## config.mk

```make
export PLATFORM = sky130hd
export DESIGN_NAME = serial_addsub_flat
export DESIGN_NICKNAME = d
export VERILOG_FILES = /design/src/rtl/serial_addsub_pkg.sv /design/src/rtl/serial_addsub_if.sv /design/src/rtl/fa.sv /design/src/rtl/serial_addsub_rca_digit.sv /design/src/rtl/serial_addsub.sv /design/src/flat_wrapper.sv
export SDC_FILE = /design/constraint.sdc
export NUM_CORES = 1
export LEC_CHECK = 0
export BUFFER_PORTS_ARGS = -buffer_cell sky130_fd_sc_hd__buf_2
export CAP_MARGIN = 20
export CORE_MARGIN = 4
export CORE_UTILIZATION = 58
export DETAILED_ROUTE_END_ITERATION = 10
export PLACE_DENSITY = 0.93
export SLEW_MARGIN = 20
export SYNTH_ARGS = -nofsm -noshare
export SYNTH_HDL_FRONTEND = slang
export SYNTH_SLANG_ARGS = --single-unit
```

## constraint.sdc

```tcl
create_clock -name clk -period 2.6 [get_ports clk]
set_input_delay 0.52 -clock clk [delete_from_list [all_inputs] [get_ports clk]]
set_output_delay 0.52 -clock clk [all_outputs]
set_load 0.01 [all_outputs]
```

## src/rtl/serial_addsub_pkg.sv

```systemverilog
// Shared definitions for the serial add/subtract unit: FSM state
// encoding, operation mode constants and the digit-counter width helper.
package serial_addsub_pkg;

    typedef enum logic [1:0] {
        IDLE = 2'b00,
        RUN  = 2'b01,
        DONE = 2'b10
    } state_e;

    localparam logic ADD = 1'b0;
    localparam logic SUB = 1'b1;

    // Counter width for n digits, never narrower than one bit.
    function automatic int cnt_width(input int n);
        return (n <= 2) ? 1 : $clog2(n);
    endfunction

endpackage

```

## src/rtl/serial_addsub_if.sv

```systemverilog
// Request/result bundle of the serial add/subtract unit.
//
// Handshake: the requester raises start together with mode, a, b and cin;
// the unit samples them on a rising edge only while idle or in its done
// cycle (start during an operation is ignored). busy is high while an
// operation is in flight, done pulses for exactly one cycle when y, cout
// and ovf have been updated; those results hold until the next completion.
interface serial_addsub_if #(
    parameter int WIDTH = 8
);
    logic             start;
    logic             mode;
    logic [WIDTH-1:0] a;
    logic [WIDTH-1:0] b;
    logic             cin;
    logic             busy;
    logic             done;
    logic [WIDTH-1:0] y;
    logic             cout;
    logic             ovf;

    modport master (
        output start, mode, a, b, cin,
        input  busy, done, y, cout, ovf
    );

    modport slave (
        input  start, mode, a, b, cin,
        output busy, done, y, cout, ovf
    );
endinterface

```

## src/rtl/fa.sv

```systemverilog
// Single-bit full adder cell.
module fa (
    input  logic a_i,
    input  logic b_i,
    input  logic c_i,
    output logic s_o,
    output logic c_o
);
    // Sum and majority carry.
    always_comb begin
        s_o = a_i ^ b_i ^ c_i;
        c_o = (a_i & b_i) | (a_i & c_i) | (b_i & c_i);
    end
endmodule

```

## src/rtl/serial_addsub_rca_digit.sv

```systemverilog
// DIGIT-wide ripple-carry chain of fa cells. Besides the sum digit and
// carry out it exposes the carry entering the top bit, which together with
// the carry out gives signed overflow on the most significant digit.
module rca_digit #(
    parameter int DIGIT = 1
) (
    input  logic [DIGIT-1:0] a_i,
    input  logic [DIGIT-1:0] b_i,
    input  logic             c_i,
    output logic [DIGIT-1:0] s_o,
    output logic             c_o,
    output logic             c_msb_o
);
    logic [DIGIT:0] c;

    assign c[0]    = c_i;
    assign c_o     = c[DIGIT];
    assign c_msb_o = c[DIGIT-1];

    for (genvar i = 0; i < DIGIT; i++) begin : g_cell
        fa u_fa (
            .a_i (a_i[i]),
            .b_i (b_i[i]),
            .c_i (c[i]),
            .s_o (s_o[i]),
            .c_o (c[i+1])
        );
    end
endmodule

```

## src/rtl/serial_addsub.sv

```systemverilog
// Multi-cycle add/subtract unit. Operands are walked LSB first, DIGIT bits
// per clock, through rca_digit. Subtraction is a + ~b + ~cin, so cout=1
// means "no borrow". Results become visible only on the completing edge.
module serial_addsub
    import serial_addsub_pkg::*;
#(
    parameter int WIDTH = 8,
    parameter int DIGIT = 1
) (
    input  logic            clk,
    input  logic            rst,
    serial_addsub_if.slave  bus,
    output state_e          state_o
);
    localparam int N     = WIDTH / DIGIT;
    localparam int CNT_W = cnt_width(N);

    state_e             state_q, state_d;
    logic [CNT_W-1:0]   cnt_q;
    logic [WIDTH-1:0]   a_q, b_q, s_q;
    logic               carry_q;
    logic [WIDTH-1:0]   y_q;
    logic               cout_q, ovf_q;

    logic               accept, last;
    logic [DIGIT-1:0]   sum_dig;
    logic               dig_cout, dig_cmsb;
    logic [WIDTH-1:0]   s_shift;

    rca_digit #(.DIGIT(DIGIT)) u_rca (
        .a_i     (a_q[DIGIT-1:0]),
        .b_i     (b_q[DIGIT-1:0]),
        .c_i     (carry_q),
        .s_o     (sum_dig),
        .c_o     (dig_cout),
        .c_msb_o (dig_cmsb)
    );

    // New sum digit enters at the MSB while the partial result moves down.
    always_comb begin
        s_shift = (s_q >> DIGIT) | (WIDTH'(sum_dig) << (WIDTH - DIGIT));
    end

    // FSM state register.
    always_ff @(posedge clk or posedge rst) begin
        if (rst) state_q <= IDLE;
        else     state_q <= state_d;
    end

    // Next state, start acceptance and last-digit detection.
    always_comb begin
        state_d = state_q;
        accept  = 1'b0;
        last    = 1'b0;
        unique case (state_q)
            IDLE: begin
                if (bus.start) begin
                    state_d = RUN;
                    accept  = 1'b1;
                end
            end
            RUN: begin
                if (cnt_q == CNT_W'(N - 1)) begin
                    state_d = DONE;
                    last    = 1'b1;
                end
            end
            DONE: begin
                if (bus.start) begin
                    state_d = RUN;
                    accept  = 1'b1;
                end else begin
                    state_d = IDLE;
                end
            end
            default: state_d = IDLE;
        endcase
    end

    // Operand/result shift registers, carry and digit counter.
    always_ff @(posedge clk or posedge rst) begin
        if (rst) begin
            a_q     <= '0;
            b_q     <= '0;
            s_q     <= '0;
            carry_q <= 1'b0;
            cnt_q   <= '0;
        end else if (accept) begin
            a_q     <= bus.a;
            b_q     <= (bus.mode == SUB) ? ~bus.b : bus.b;
            carry_q <= bus.cin ^ bus.mode;
            cnt_q   <= '0;
        end else if (state_q == RUN) begin
            a_q     <= a_q >> DIGIT;
            b_q     <= b_q >> DIGIT;
            s_q     <= s_shift;
            carry_q <= dig_cout;
            cnt_q   <= cnt_q + CNT_W'(1);
        end
    end

    // Output registers, updated only on the completing digit.
    always_ff @(posedge clk or posedge rst) begin
        if (rst) begin
            y_q    <= '0;
            cout_q <= 1'b0;
            ovf_q  <= 1'b0;
        end else if (last) begin
            y_q    <= s_shift;
            cout_q <= dig_cout;
            ovf_q  <= dig_cmsb ^ dig_cout;
        end
    end

    assign bus.busy = (state_q == RUN);
    assign bus.done = (state_q == DONE);
    assign bus.y    = y_q;
    assign bus.cout = cout_q;
    assign bus.ovf  = ovf_q;
    assign state_o  = state_q;
endmodule
```

## src/flat_wrapper.sv

```systemverilog
// flat-port wrapper written by rule: the top's interface ports become plain ports
module serial_addsub_flat import serial_addsub_pkg::*;
#(
    parameter int WIDTH = 8,
    parameter int DIGIT = 1
)
  (clk, rst, state_o, bus_start, bus_mode, bus_a, bus_b, bus_cin, bus_busy, bus_done, bus_y, bus_cout, bus_ovf);
  serial_addsub_if #(.WIDTH(WIDTH)) bus_i ();
  input  logic clk;
  input  logic rst;
  output state_e state_o;
  input wire logic [$bits(bus_i.start)-1:0] bus_start;
  input wire logic [$bits(bus_i.mode)-1:0] bus_mode;
  input wire logic [$bits(bus_i.a)-1:0] bus_a;
  input wire logic [$bits(bus_i.b)-1:0] bus_b;
  input wire logic [$bits(bus_i.cin)-1:0] bus_cin;
  output wire logic [$bits(bus_i.busy)-1:0] bus_busy;
  output wire logic [$bits(bus_i.done)-1:0] bus_done;
  output wire logic [$bits(bus_i.y)-1:0] bus_y;
  output wire logic [$bits(bus_i.cout)-1:0] bus_cout;
  output wire logic [$bits(bus_i.ovf)-1:0] bus_ovf;
  assign bus_i.start = bus_start;
  assign bus_i.mode = bus_mode;
  assign bus_i.a = bus_a;
  assign bus_i.b = bus_b;
  assign bus_i.cin = bus_cin;
  assign bus_busy = bus_i.busy;
  assign bus_done = bus_i.done;
  assign bus_y = bus_i.y;
  assign bus_cout = bus_i.cout;
  assign bus_ovf = bus_i.ovf;
  serial_addsub #(.WIDTH(WIDTH), .DIGIT(DIGIT)) u_core (.clk(clk), .rst(rst), .bus(bus_i), .state_o(state_o));
endmodule
```

==> flow_metrics.tcl <==
set metrics [dict create \
    rsz0062_at_grt "no" \
    core_sq_um 2829 \
    intPower_uw 1500 \
    start_util_pct 62.14 \
    slew_headroom_pct 63.97 \
    multi_input_area_sq_um 701.9 \
    dr.pass1.iters 4 \
    status "finished clean" \
    rows 19 \
    syn_avg_cell_area_sq_um 13.12 \
    setup_viol 0 \
    cts_tree "built" \
    crit_arrival_ns 1.49 \
    yosys.area.top_type "dfrtp_1" \
    dp.cells 194 \
    grt_pass1_wl_mm 5.071 \
    synth-edff-count 0 \
    r2r_end "u_core.bus.cout" \
    io_pins 35 \
    rr_worst_depth 4 \
    synth-seq-area-share_pct 55.52 \
    clock_path_buffers 2 \
    antenna_cells 0 \
    synthCells 134 \
    slowest_delay_ns 0.53 \
    worst_pin_slew_ns 0.5389 \
    path_max_fanout 10 \
    synthMostInstantiatedCell "dfrtp_1" \
    num_vias 1094 \
    cp_data_required_time_ns 2.08 \
    final_cells 200 \
    combPwrFrac_pct 42.6 \
    worst-setup-path-type "reg2out" \
    synth_fp_nets 158 \
    initialDrtViolationCount 59 \
    critical_path.cell_chain "and2b_1 -> buf_2" \
    yosys_register_bits 39 \
    clkPwrFrac_pct 11.6 \
    ant_nets 0 \
    wl_per_cell_um 14.63 \
    postCtsResizedCells 0 \
    regArea_sq_um 975.9 \
    post-cts-setup-buffer-count 0 \
    min_period_over_period_pct 77.38 \
    layout-drive-gt1-share_pct 29.59 \
    path_clk_slew_ns 0.10 \
    gp_congestion 0.7560 \
    viasPerCell 5.470 \
    power_switching_uw 805.4 \
    insertion_delay_ns 0.34 \
    die_x_um 63.06 \
    nets 194 \
    critPathLaunchType "flip-flop" \
    peakVddDrop_uv 644.6 \
    fin_worst_skew_ns 0.004820 \
    slew_violations 0 \
    cp_slowest_cell "and2b_1" \
    port_buffers 34 \
    holdCritPathClass "in2async" \
    die_y_um 63.06 \
    antenna_found_initial 0 \
    switching_share_pct 34.94 \
    synth_top_area_share_pct 55.52 \
    powerDensity_nw_per_um2 1167 \
    grt_pass1_vias 1099 \
    grt.total_usage_pct 16.62 \
    rr_startpoint "u_core.cnt_q[0]" \
    clock-sinks 39 \
    drv_cap 0 \
    ys.flop_type "dfrtp_1" \
    grt_overflow 0 \
    grt_max_degree 40 \
    cts_hold_buf 0 \
    p_leak_uw 0.001028 \
    clockRootBuffer "clkbuf_4" \
    nFillCells 195 \
    tns_ns 0 \
    drt_wl_total_mm 2.926 \
    synth_cell_types 26 \
    seq_power_share_pct 45.9 \
    reg2reg_slack_ns 0.90 \
    dp.final_hpwl_mm 2.216 \
    synth.top_cells.by_area "dfrtp_1 56%, mux2_1 7.0%, mux2i_1 6.8%" \
    drc 0 \
    h-tree-depth 2 \
    fmax_mhz 497.1 \
    area_delta_synth_final_pct 12.31 \
    synthArstFlopShare_pct 100.0 \
    period_needed_ns 2.012 \
    cts_buffers 5 \
    yosys_warnings 0 \
    hold_viol 0 \
    dieArea_sq_um 3976 \
    critPathCaptureType "output pin" \
    syn_area_sq_um 1758 \
    synth_common_cells "39 x dfrtp_1, 13 x nand2_1, 12 x mux2i_1, 12 x o21ai_1, 11 x mux2_1" \
]
layout make-up:
type | count | share of cell area [%]
clock buffer | 6 | 2.091
inverter | 3 | 0.5703
multi-input combinational | 84 | 35.55
sequential | 39 | 49.43
tap | 31 | 1.965
timing repair buffer | 37 | 10.39
power by group through the flow:
| stage | sequential (uW) | clock [uW] | combinational [uW] |
|---|---|---|---|
| 2_1_floorplan | 1070 | 0 | 755 |
| 3_3_place_gp | 1050 | 0 | 946 |
| 3_5_place_dp | 1070 | 0 | 994 |
| 4_1_cts | 1060 | 275 | 999 |
| 5_1_grt | 1090 | 307 | 1090 |
| 6_report | 1060 | 266 | 981 |
cells by family (layout without fill, tap and decap cells):
group	after synthesis	after routing	synth area share, %
xor+xnor	10	10	4.983
buf+inv	11	46	4.555
fa+ha+maj	3	3	2.562
flops	39	39	55.52
compound gates	24	24	8.897
mux	29	29	18.36
simple gates	18	18	5.125
cells in the final DEF (no fill, tap or decap), drive strengths merged, types with 3 or more instances in the layout:
master   n
inv      3
a21o     4
mux2    17
nand2   13
o21ai   13
a22o     7
mux2i   12
xor2     9
buf     37
dfrtp   39
clkbuf   6
routing by layer:
metal / share of wire [%] / global-route usage [%] / vias to the layer above
met5: 0 / 0 / -
met1: 40 / 20.38 / 514
met4: 3.1 / 8.815 / 0
li1: - / - / 535
met2: 50 / 26.61 / 36
met3: 6.1 / 4.618 / 9
sequential cells by signal, summed over array words and instances, names as in the netlist, 2 cells and up:
signal and cells:
u_core.bus.y 8, u_core.s_q 7, u_core.b_q 8, u_core.a_q 8
u_core.cnt_q 3, u_core.state_o 2
through the flow:
| stage | instance area (sq um) | util, % | setup WS (ns) | total power (uW) | hold slack, ns |
|---|---|---|---|---|---|
| global route | 1974 | 69.79 | 0.4856 | 2486 | 0.3276 |
| finish | 1974 | 69.79 | 0.5883 | 2305 | 0.2727 |
| floorplan | 1758 | - | 1.082 | 1824 | 0.4489 |
| CTS | 1974 | 69.79 | 0.5703 | 2334 | 0.2823 |
| global placement | 1933 | 68.33 | 0.9564 | 1994 | 0.4581 |
| detailed placement | 1933 | 68.33 | 0.8855 | 2066 | 0.4668 |
worst max path at each step:
stage / depth (start not counted) / slack [ns] / startpoint / endpoint
5_1_grt: 2 / 0.49 / u_core.state_o[1] / bus_busy
4_1_cts: 2 / 0.57 / u_core.state_o[1] / bus_busy
3_3_place_gp: 4 / 0.96 / u_core.cnt_q[0] / u_core.bus.cout
6_report: 2 / 0.59 / u_core.state_o[1] / bus_busy
2_1_floorplan: 5 / 1.08 / u_core.cnt_q[0] / u_core.bus.y[0]
3_5_place_dp: 4 / 0.89 / u_core.cnt_q[0] / u_core.bus.cout
critical path: cells and delay by family, from the launching register on:
kind	cells	cell delay, ns
buf+inv	1	0.23
simple gates	1	0.53
flops	1	0.40
(Power assumes the default switching activity.)
